File: config.mk
export PLATFORM = sky130hd
export DESIGN_NAME = display_arbiter
export DESIGN_NICKNAME = d
export VERILOG_FILES = /design/src/rtl/display_arbiter.sv
export SDC_FILE = /design/constraint.sdc
export NUM_CORES = 1
export LEC_CHECK = 0
export ABC_AREA = 1
export ABC_CLOCK_PERIOD_IN_PS = 3550
export CAP_MARGIN = 40
export CORE_UTILIZATION = 47
export CTS_CLUSTER_SIZE = 30
export DETAILED_ROUTE_END_ITERATION = 16
export GPL_ROUTABILITY_DRIVEN = 0
export GPL_TIMING_DRIVEN = 0
export PLACE_DENSITY = 0.95
export SYNTH_ARGS = -nofsm -noshare
export SYNTH_HDL_FRONTEND = slang
export SYNTH_SLANG_ARGS = --single-unit
File: constraint.sdc
create_clock -name clk -period 3.55 [get_ports clk]
set_clock_uncertainty 0.1 [all_clocks]
set_input_delay 0.355 -clock clk [delete_from_list [all_inputs] [get_ports clk]]
set_output_delay 0.355 -clock clk [all_outputs]
set_load 0.02 [all_outputs]
File: src/rtl/display_arbiter.sv
// Round-robin owner arbitration for the shared seven-segment display path, with a minimum hold.
// Optional build macro DISPLAY_ARB_PREEMPT_EN: requester 0 may cut a running hold short.
module display_arbiter #(
  parameter int unsigned NUM_REQ     = 4,
  parameter int unsigned HOLD_CYCLES = 200_000_000,
  parameter int unsigned DATA_W      = 48
) (
  input  logic                      clk,
  input  logic                      reset_n,
  input  logic [NUM_REQ-1:0]        req,
  input  logic [NUM_REQ*DATA_W-1:0] req_data,
  input  logic [NUM_REQ*2-1:0]      req_opcode,
  output logic [NUM_REQ-1:0]        ack,
  output logic [NUM_REQ-1:0]        grant,
  output logic [DATA_W-1:0]         data_out,
  output logic [1:0]                opcode_out,
  output logic                      busy
);

  localparam int unsigned PTR_W = (NUM_REQ > 1) ? $clog2(NUM_REQ) : 1;
  localparam int unsigned CNT_W = $clog2(HOLD_CYCLES + 1);
  localparam logic [CNT_W-1:0] HOLD_LAST = CNT_W'(HOLD_CYCLES - 1);
  localparam logic [PTR_W-1:0] PTR_RST   = PTR_W'(NUM_REQ - 1);

  typedef enum logic {ST_IDLE, ST_HOLD} state_e;

  state_e              state_q, state_d;
  logic [CNT_W-1:0]    hold_cnt_q, hold_cnt_d;
  logic [PTR_W-1:0]    rr_ptr_q, rr_ptr_d;
  logic [NUM_REQ-1:0]  grant_q, grant_d;
  logic [NUM_REQ-1:0]  ack_q, ack_d;
  logic [DATA_W-1:0]   data_q, data_d;
  logic [1:0]          opcode_q, opcode_d;
  logic                busy_q, busy_d;

  logic                win_found;
  logic [PTR_W-1:0]    win_idx;
  logic                capture;
  logic [PTR_W-1:0]    cap_idx;
  int unsigned         cand;

  // Winner search starts just after the last owner, so the last owner ranks lowest.
  always_comb begin
    win_found = 1'b0;
    win_idx   = '0;
    cand      = 0;
    for (int unsigned i = 1; i <= NUM_REQ; i++) begin
      cand = (32'(rr_ptr_q) + i) % NUM_REQ;
      if (!win_found && req[PTR_W'(cand)]) begin
        win_found = 1'b1;
        win_idx   = PTR_W'(cand);
      end
    end
  end

  always_comb begin
    state_d    = state_q;
    hold_cnt_d = hold_cnt_q;
    rr_ptr_d   = rr_ptr_q;
    grant_d    = grant_q;
    ack_d      = '0;
    data_d     = data_q;
    opcode_d   = opcode_q;
    busy_d     = busy_q;
    capture    = 1'b0;
    cap_idx    = win_idx;

    unique case (state_q)
      ST_IDLE: begin
        if (win_found) capture = 1'b1;
      end
      ST_HOLD: begin
        if (hold_cnt_q == HOLD_LAST) begin
          if (win_found) begin
            capture = 1'b1;
          end else begin
            // Display keeps showing the last value after the owner is released.
            state_d    = ST_IDLE;
            grant_d    = '0;
            busy_d     = 1'b0;
            hold_cnt_d = '0;
          end
        end else begin
          hold_cnt_d = hold_cnt_q + CNT_W'(1);
`ifdef DISPLAY_ARB_PREEMPT_EN
          if (req[0] && !grant_q[0]) begin
            capture = 1'b1;
            cap_idx = '0;
          end
`endif
        end
      end
      default: state_d = ST_IDLE;
    endcase

    if (capture) begin
      state_d    = ST_HOLD;
      hold_cnt_d = '0;
      rr_ptr_d   = cap_idx;
      grant_d    = NUM_REQ'(1) << cap_idx;
      ack_d      = NUM_REQ'(1) << cap_idx;
      data_d     = req_data[32'(cap_idx)*DATA_W +: DATA_W];
      opcode_d   = req_opcode[32'(cap_idx)*2 +: 2];
      busy_d     = 1'b1;
    end
  end

  always_ff @(posedge clk or negedge reset_n) begin
    if (!reset_n) begin
      state_q    <= ST_IDLE;
      hold_cnt_q <= '0;
      rr_ptr_q   <= PTR_RST;
      grant_q    <= '0;
      ack_q      <= '0;
      data_q     <= '0;
      opcode_q   <= '0;
      busy_q     <= 1'b0;
    end else begin
      state_q    <= state_d;
      hold_cnt_q <= hold_cnt_d;
      rr_ptr_q   <= rr_ptr_d;
      grant_q    <= grant_d;
      ack_q      <= ack_d;
      data_q     <= data_d;
      opcode_q   <= opcode_d;
      busy_q     <= busy_d;
    end
  end

  assign ack        = ack_q;
  assign grant      = grant_q;
  assign data_out   = data_q;
  assign opcode_out = opcode_q;
  assign busy       = busy_q;

endmodule

; ---- Word-level counts from Yosys, hierarchy flattened
; Cells that the tools add are included.
[op_classes]
addsub = 5
mul = 1
div_mod_pow = 0
n_lt_le_gt_ge = 4
eq_ne = 3
shifts = 3
n_mux = 35
n_bitwise = 1
n_reduce_logical = 10
[ops]
columns = op, count
row1 = $shiftx A192 B9 Y48, 1
row2 = $mux W28, 4
row3 = $add A28 B1 Y28 const B, 1
row4 = $eq A28 B28 Y1 const B, 1
row5 = $mux W4, 5
row6 = $mux W1, 17
row7 = $lt A2 B3 Y1 const B, 4
row8 = $bmux W1 S2, 4
row9 = $mux W2, 4
row10 = $shiftx A8 B4 Y2, 1
row11 = $add A2 B1 Y2 const B, 2
row12 = $add A2 B2 Y2 const B, 2
row13 = $mul A2 B2 Y4 const B, 1
row14 = $reduce_bool A2 Y1, 2
row15 = $shl A1 B2 Y4 const A, 1
row16 = $logic_and A1 B1 Y1, 3
row17 = $logic_not A1 Y1, 3
row18 = $ne A3 B3 Y1 const B, 1
row19 = $reduce_and A3 Y1, 1
row20 = $ne A2 B1 Y1 const B, 1
row21 = $pmux W1 S2, 1
row22 = $reduce_and A2 Y1, 1
row23 = $not A1 Y1, 1
[word_totals]
regBits = 90
latch_bits = 0
ramBits = 0
mem_bits_ro = 0
inputBits = 206
output_inout_bits = 59
wordCells = 70
mem_count = 0

; ---- Depth between registers and ports, before layout
[logic_depth]
ltp_word = 18
ltp_mapped = 18

; ---- Worst setup path after synthesis
; No wires, ideal clock.
[synth_timing]
kind = register -> register
from = register hold_cnt_q[0]
to = register data_q[11] (netlist: data_out[11])
setup_ns = 0.117
arrival_time_ns = 1.884
setup_slack_ns = 1.450
stages_incl_launch_ff = 15
n_path_buf = 2
path_cell_list = dfrtp_1 ha_1 nand2_1 nor3_4 nand2_2 inv_2 nand3_1 nand2_1 nand2_2 buf_6 nor2_4 inv_2 buf_2 nor2_1 nor2_1
[synth_between]
elab_chain_len = 3
[synth_lines]
columns = item, line
row1 = "start, declared", 28  ; logic [CNT_W-1:0] hold_cnt_q, hold_cnt_d;
row2 = "start signal, assigned", 120  ; hold_cnt_q <= hold_cnt_d;
row3 = $eq A28 B28 Y1, 73  ; if (hold_cnt_q == HOLD_LAST) begin
row4 = $mux W1, 73
row5 = $pmux W1 S2, 68  ; unique case (state_q)
row6 = "end signal, assigned", 124  ; data_q <= data_d;
row7 = "end, declared", 32  ; logic [DATA_W-1:0] data_q, data_d;
; Every way passes these cells.
; A chain may end at the register's enable or synchronous reset.

; ---- Final worst setup path
[layout_timing]
from = register hold_cnt_q[0]
to = register data_q[46] (netlist: data_out[46])
; The elaborated chain is that of the path after synthesis.

==> flow_summary.html <==
<table>
<tr><th>Metric</th><th>Value</th></tr>
<tr><th colspan="2">STA</th></tr>
<tr><td>Final Max Slew Viols</td><td>0</td></tr>
<tr><td>Final setup violation count</td><td>0</td></tr>
<tr><td>Final critical-path required period</td><td>approximately 2.8 ns</td></tr>
<tr><td>F_max</td><td>0.359 GHz</td></tr>
<tr><td>Worst hold slack</td><td>0.377 ns</td></tr>
<tr><td>Relative slew margins</td><td>62.4%</td></tr>
<tr><td>Final hold viol count</td><td>0</td></tr>
<tr><td>Slew of the pin with the lowest slew margin</td><td>0.564 ns</td></tr>
<tr><td>RSZ-0062 raised after global routing</td><td>no</td></tr>
<tr><td>Post-layout worst setup margin</td><td>0.764 ns</td></tr>
<tr><td>Final clock period utilization by the worst path</td><td>between 70% and 80%</td></tr>
<tr><th colspan="2">Routing</th></tr>
<tr><td>Total vias in the final route</td><td>7713</td></tr>
<tr><td>Post-DRT Antenna Nets</td><td>0</td></tr>
<tr><td>Wire length reported by the detailed router</td><td>around 23000 microns</td></tr>
<tr><td>Via-per-instance ratio</td><td>roughly 5.4</td></tr>
<tr><td>First-pass iteration count of the detailed router</td><td>6</td></tr>
<tr><td>Iteration-0 DRC Markers</td><td>621</td></tr>
<tr><td>Residual DRC</td><td>0</td></tr>
<tr><td>WL/cell</td><td>16.5 microns</td></tr>
<tr><th colspan="2">Logic synthesis</th></tr>
<tr><td>Synth unique cells</td><td>37</td></tr>
<tr><td>Adder-cell share of the synthesized area</td><td>0.198%</td></tr>
<tr><td>Cell area after synthesis</td><td>6330 sq um</td></tr>
<tr><td>Syn Inst Count</td><td>969</td></tr>
<tr><td>Mean area per synthesized cell</td><td>6.53 sq um</td></tr>
<tr><td>Dominant combinational cell family by area after synthesis</td><td>simple AND/OR/NAND/NOR gates</td></tr>
<tr><td>Multiplexer share of the synthesized area</td><td>0%</td></tr>
<tr><td>Fraction of synthesized cell area in xor and xnor cells</td><td>about 1.2%</td></tr>
<tr><td>Simple-Gate Fraction of Synth Area</td><td>50.3%</td></tr>
<tr><td>Synth Register Bits</td><td>90</td></tr>
<tr><td>Mapped Nets</td><td>1176</td></tr>
<tr><td>Synthesized-area fraction occupied by ao, oa, aoi and oai cells</td><td>roughly 3.6%</td></tr>
<tr><td>Yosys synthesis warning count</td><td>0</td></tr>
<tr><td>Share of synthesized area occupied by flip-flops and latches</td><td>35.6%</td></tr>
<tr><th colspan="2">CTS</th></tr>
<tr><td>Number of buffers added by the clock tree synthesis step</td><td>9</td></tr>
<tr><td>Buffers inserted during post-CTS setup optimization</td><td>0</td></tr>
<tr><td>Clock tree from TritonCTS</td><td>done</td></tr>
<tr><td>Buffer levels on the longest clock path</td><td>2</td></tr>
<tr><td>Sinks on the clock net</td><td>90</td></tr>
<tr><td>Clock insertion delay at the later pin of the skew report</td><td>around 0.35 ns</td></tr>
<tr><td>Clock tree root buffer cell</td><td>sky130_fd_sc_hd__clkbuf_16</td></tr>
<tr><td>Clock-pin slew of the registers on the worst-case setup and hold paths</td><td>~0.07 ns</td></tr>
<tr><td>Count of H-tree levels built during CTS</td><td>3</td></tr>
<tr><th colspan="2">Setup path</th></tr>
<tr><td>Delay-heaviest family, CP</td><td>simple AND/OR/NAND/NOR gates</td></tr>
<tr><td>Critical path peak fanout</td><td>10</td></tr>
<tr><td>CP cell instances</td><td>ha_1 -&gt; nand2_1 -&gt; nor3_4 -&gt; nand2_2 -&gt; inv_2 -&gt; nand3_1 -&gt; nand2_1 -&gt; nand2_2 -&gt; buf_6 -&gt; nor2_4 -&gt; buf_4 -&gt; nand3_1 -&gt; nand2_1 -&gt; nor2_1</td></tr>
<tr><td>Required time of the worst setup path</td><td>~3.7 ns</td></tr>
<tr><td>Most frequent cell on the critical path</td><td>sky130_fd_sc_hd__nand2_1</td></tr>
<tr><td>Crit end category</td><td>register</td></tr>
<tr><td>Endpoint arrival time on the critical path</td><td>2.93 ns</td></tr>
<tr><td>Crit start category</td><td>register</td></tr>
<tr><td>Classification of the worst setup path</td><td>register to register</td></tr>
<tr><td>Delay of the slowest critical-path stage</td><td>roughly 0.43 ns</td></tr>
<tr><td>Cell at the slowest stage of the critical path</td><td>sky130_fd_sc_hd__dfrtp_1</td></tr>
<tr><td>CP Buf/Inv Count</td><td>3</td></tr>
<tr><th colspan="2">Pwr</th></tr>
<tr><td>Ratio of total power to cell area</td><td>275 nW/um^2</td></tr>
<tr><td>Worst vdd ir</td><td>between 0.0002 and 0.00025 V</td></tr>
<tr><td>Reported leakage power</td><td>~4.8 nW</td></tr>
<tr><th colspan="2">Place</th></tr>
<tr><td>Placed wire-length estimate</td><td>around 18000 microns</td></tr>
<tr><td>Count of buffers from port buffering</td><td>264</td></tr>
<tr><td>Placed Instance Area</td><td>9220 sq um</td></tr>
<tr><td>Cells after DPL</td><td>between 1k and 1.5k</td></tr>
<tr><td>Worst slack at placement</td><td>roughly 0.86 ns</td></tr>
<tr><th colspan="2">Die</th></tr>
<tr><td>Area inside the core boundary</td><td>13200 sq um</td></tr>
<tr><td>Die Span X</td><td>around 120 microns</td></tr>
<tr><td>Y dimension of the die</td><td>roughly 120 microns</td></tr>
<tr><td>I/O Pins</td><td>265</td></tr>
<tr><td>Standard-cell rows</td><td>42</td></tr>
<tr><td>Overall die area</td><td>13900 sq um</td></tr>
<tr><td>Initial Utilization</td><td>48.0%</td></tr>
<tr><th colspan="2">Finish</th></tr>
<tr><td>Share of final-layout standard cells stronger than drive strength 1</td><td>11.4%</td></tr>
<tr><td>Post-Layout Cell Count</td><td>1427</td></tr>
<tr><td>Diode insertion count for antenna repair</td><td>0</td></tr>
<tr><td>P&amp;R area growth vs syn</td><td>51.4%</td></tr>
<tr><td>Post-layout instance area</td><td>9580 sq um</td></tr>
<tr><td>Number of nets at the end of the flow</td><td>1453</td></tr>
<tr><th colspan="2">GRT</th></tr>
<tr><td>Initial antenna violation count</td><td>0</td></tr>
<tr><td>Global-route wire length before repair</td><td>37300 microns</td></tr>
<tr><td>Vias in the first global route</td><td>roughly 7.6k</td></tr>
<tr><td>Pin count of the biggest net entering global routing</td><td>52</td></tr>
<tr><td>Residual overflow from global routing</td><td>0</td></tr>
<tr><td>Total GRT Usage</td><td>34.3%</td></tr>
<tr><th colspan="2">Status</th></tr>
<tr><td>Run status</td><td>finished, final reports clean</td></tr>
<tr><th colspan="2">Hold path</th></tr>
<tr><td>Min-Delay Path Class</td><td>register to register</td></tr>
<tr><th colspan="2">Run</th></tr>
<tr><td>Number of max-cap violations</td><td>0</td></tr>
</table>
-- where the power goes --
group	internal (mW)	switching, mW	leakage (nW)	total (mW)
clock	0.725	0.432	0.176	1.16
combinational	0.273	0.183	3.47	0.456
sequential	1.02	0	1.15	1.02
-- cell usage after synthesis, drive strengths merged --
master     n  share of area, %
nand2    316                19
nand3    173                14
nor2     144               8.9
dfrtp     88                35
inv       53               3.1
buf       51               5.7
or2       51               5.0
o21ai     25               2.0
nor3      16               1.4
nand4     12               1.2
xor2       8               1.1
a21oi      5              0.40
o22ai      5              0.49
clkbuf     4              0.24
nor4       3              0.30
a31oi      2              0.20
and3       2              0.20
dfstp      2              0.83
o211ai     2              0.24
a2bb2oi    1              0.14
and2       1             0.099
ha         1              0.20
nand3b     1              0.12
nor3b      1              0.12
o31ai      1              0.12
xnor2      1              0.14
-- cells by family after synthesis --
logic type / Yosys count
AO/OA/AOI/OAI: 41
flip-flops: 90
AND/OR/NAND/NOR: 720
XOR/XNOR: 9
adder cells (fa/ha/maj): 1
buffers and inverters: 108
-- worst min-delay path: cells and delay by family, from the launching register on --
family,cells,cell delay [ns]
flip-flops,1,0.35
AND/OR/NAND/NOR,2,0.10
-- layer usage --
metal	up-vias	global-route usage [%]	wire length, microns
met4	0	19.6	1320
met5	-	0	0
met2	420	58.2	11400
li1	3655	-	-
met3	117	9.84	1980
met1	3521	38.5	8740
-- layout by cell type, fill, tap and decap left out, types with 3 or more instances in the layout --
cell type,n
sky130_fd_sc_hd__a21oi_1,5
sky130_fd_sc_hd__buf_2,21
sky130_fd_sc_hd__buf_4,21
sky130_fd_sc_hd__buf_6,9
sky130_fd_sc_hd__bufinv_16,3
sky130_fd_sc_hd__clkbuf_1,4
sky130_fd_sc_hd__clkbuf_16,9
sky130_fd_sc_hd__clkdlybuf4s50_1,263
sky130_fd_sc_hd__dfrtp_1,88
sky130_fd_sc_hd__inv_1,42
sky130_fd_sc_hd__inv_2,11
sky130_fd_sc_hd__nand2_1,307
sky130_fd_sc_hd__nand2_2,9
sky130_fd_sc_hd__nand3_1,172
sky130_fd_sc_hd__nand4_1,12
sky130_fd_sc_hd__nor2_1,140
sky130_fd_sc_hd__nor2_4,3
sky130_fd_sc_hd__nor3_1,15
sky130_fd_sc_hd__nor4_1,3
sky130_fd_sc_hd__o21ai_0,16
sky130_fd_sc_hd__o21ai_1,9
sky130_fd_sc_hd__o22ai_1,5
sky130_fd_sc_hd__or2_1,5
sky130_fd_sc_hd__or2_2,46
sky130_fd_sc_hd__xor2_1,8
-- worst paths after layout --
kind	start	to	slack, ns	cells after the start
max	hold_cnt_q[0]	data_out[46]	0.76	14
min	busy	busy	0.38	2
max reg2reg	hold_cnt_q[0]	data_out[46]	0.76	14
min reg2reg	busy	busy	0.38	2
max in group asynchronous	reset_n	data_out[23]	2.25	3
min in group asynchronous	reset_n	data_out[16]	0.43	2
-- metrics by stage --
step	power, mW	util, %	TNS [ns]
after global routing	2.72	72.6	0
after detailed placement	1.49	69.9	0
final	2.64	72.6	0
after floorplan	1.20	-	0
after global placement	1.48	69.7	-125.65
after CTS	2.63	72.6	0
-- what timing repair did --
action / in CTS / in global routing
gates resized for setup: 0 / 0
endpoints found under the hold margin: 37 / 0
hold buffers: 1 / 0
-- layout make-up --
class	instances	area (sq um)
fillers	972	3610
multi-input cells	771	3500
repair buffers	266	2680
flip-flops and latches	90	2250
plain buffers	55	375
clock buffers	11	253
well taps	176	220
inverters	53	199
clock inverters	5	100
-- state kept, by name, summed over array words and instances, names as in the netlist --
signal,count
state_q,1
data_out,48
rr_ptr_q,2
hold_cnt_q,28
busy,1
ack,4
opcode_out,2
grant,4
Power figures use the tool's default switching activity.
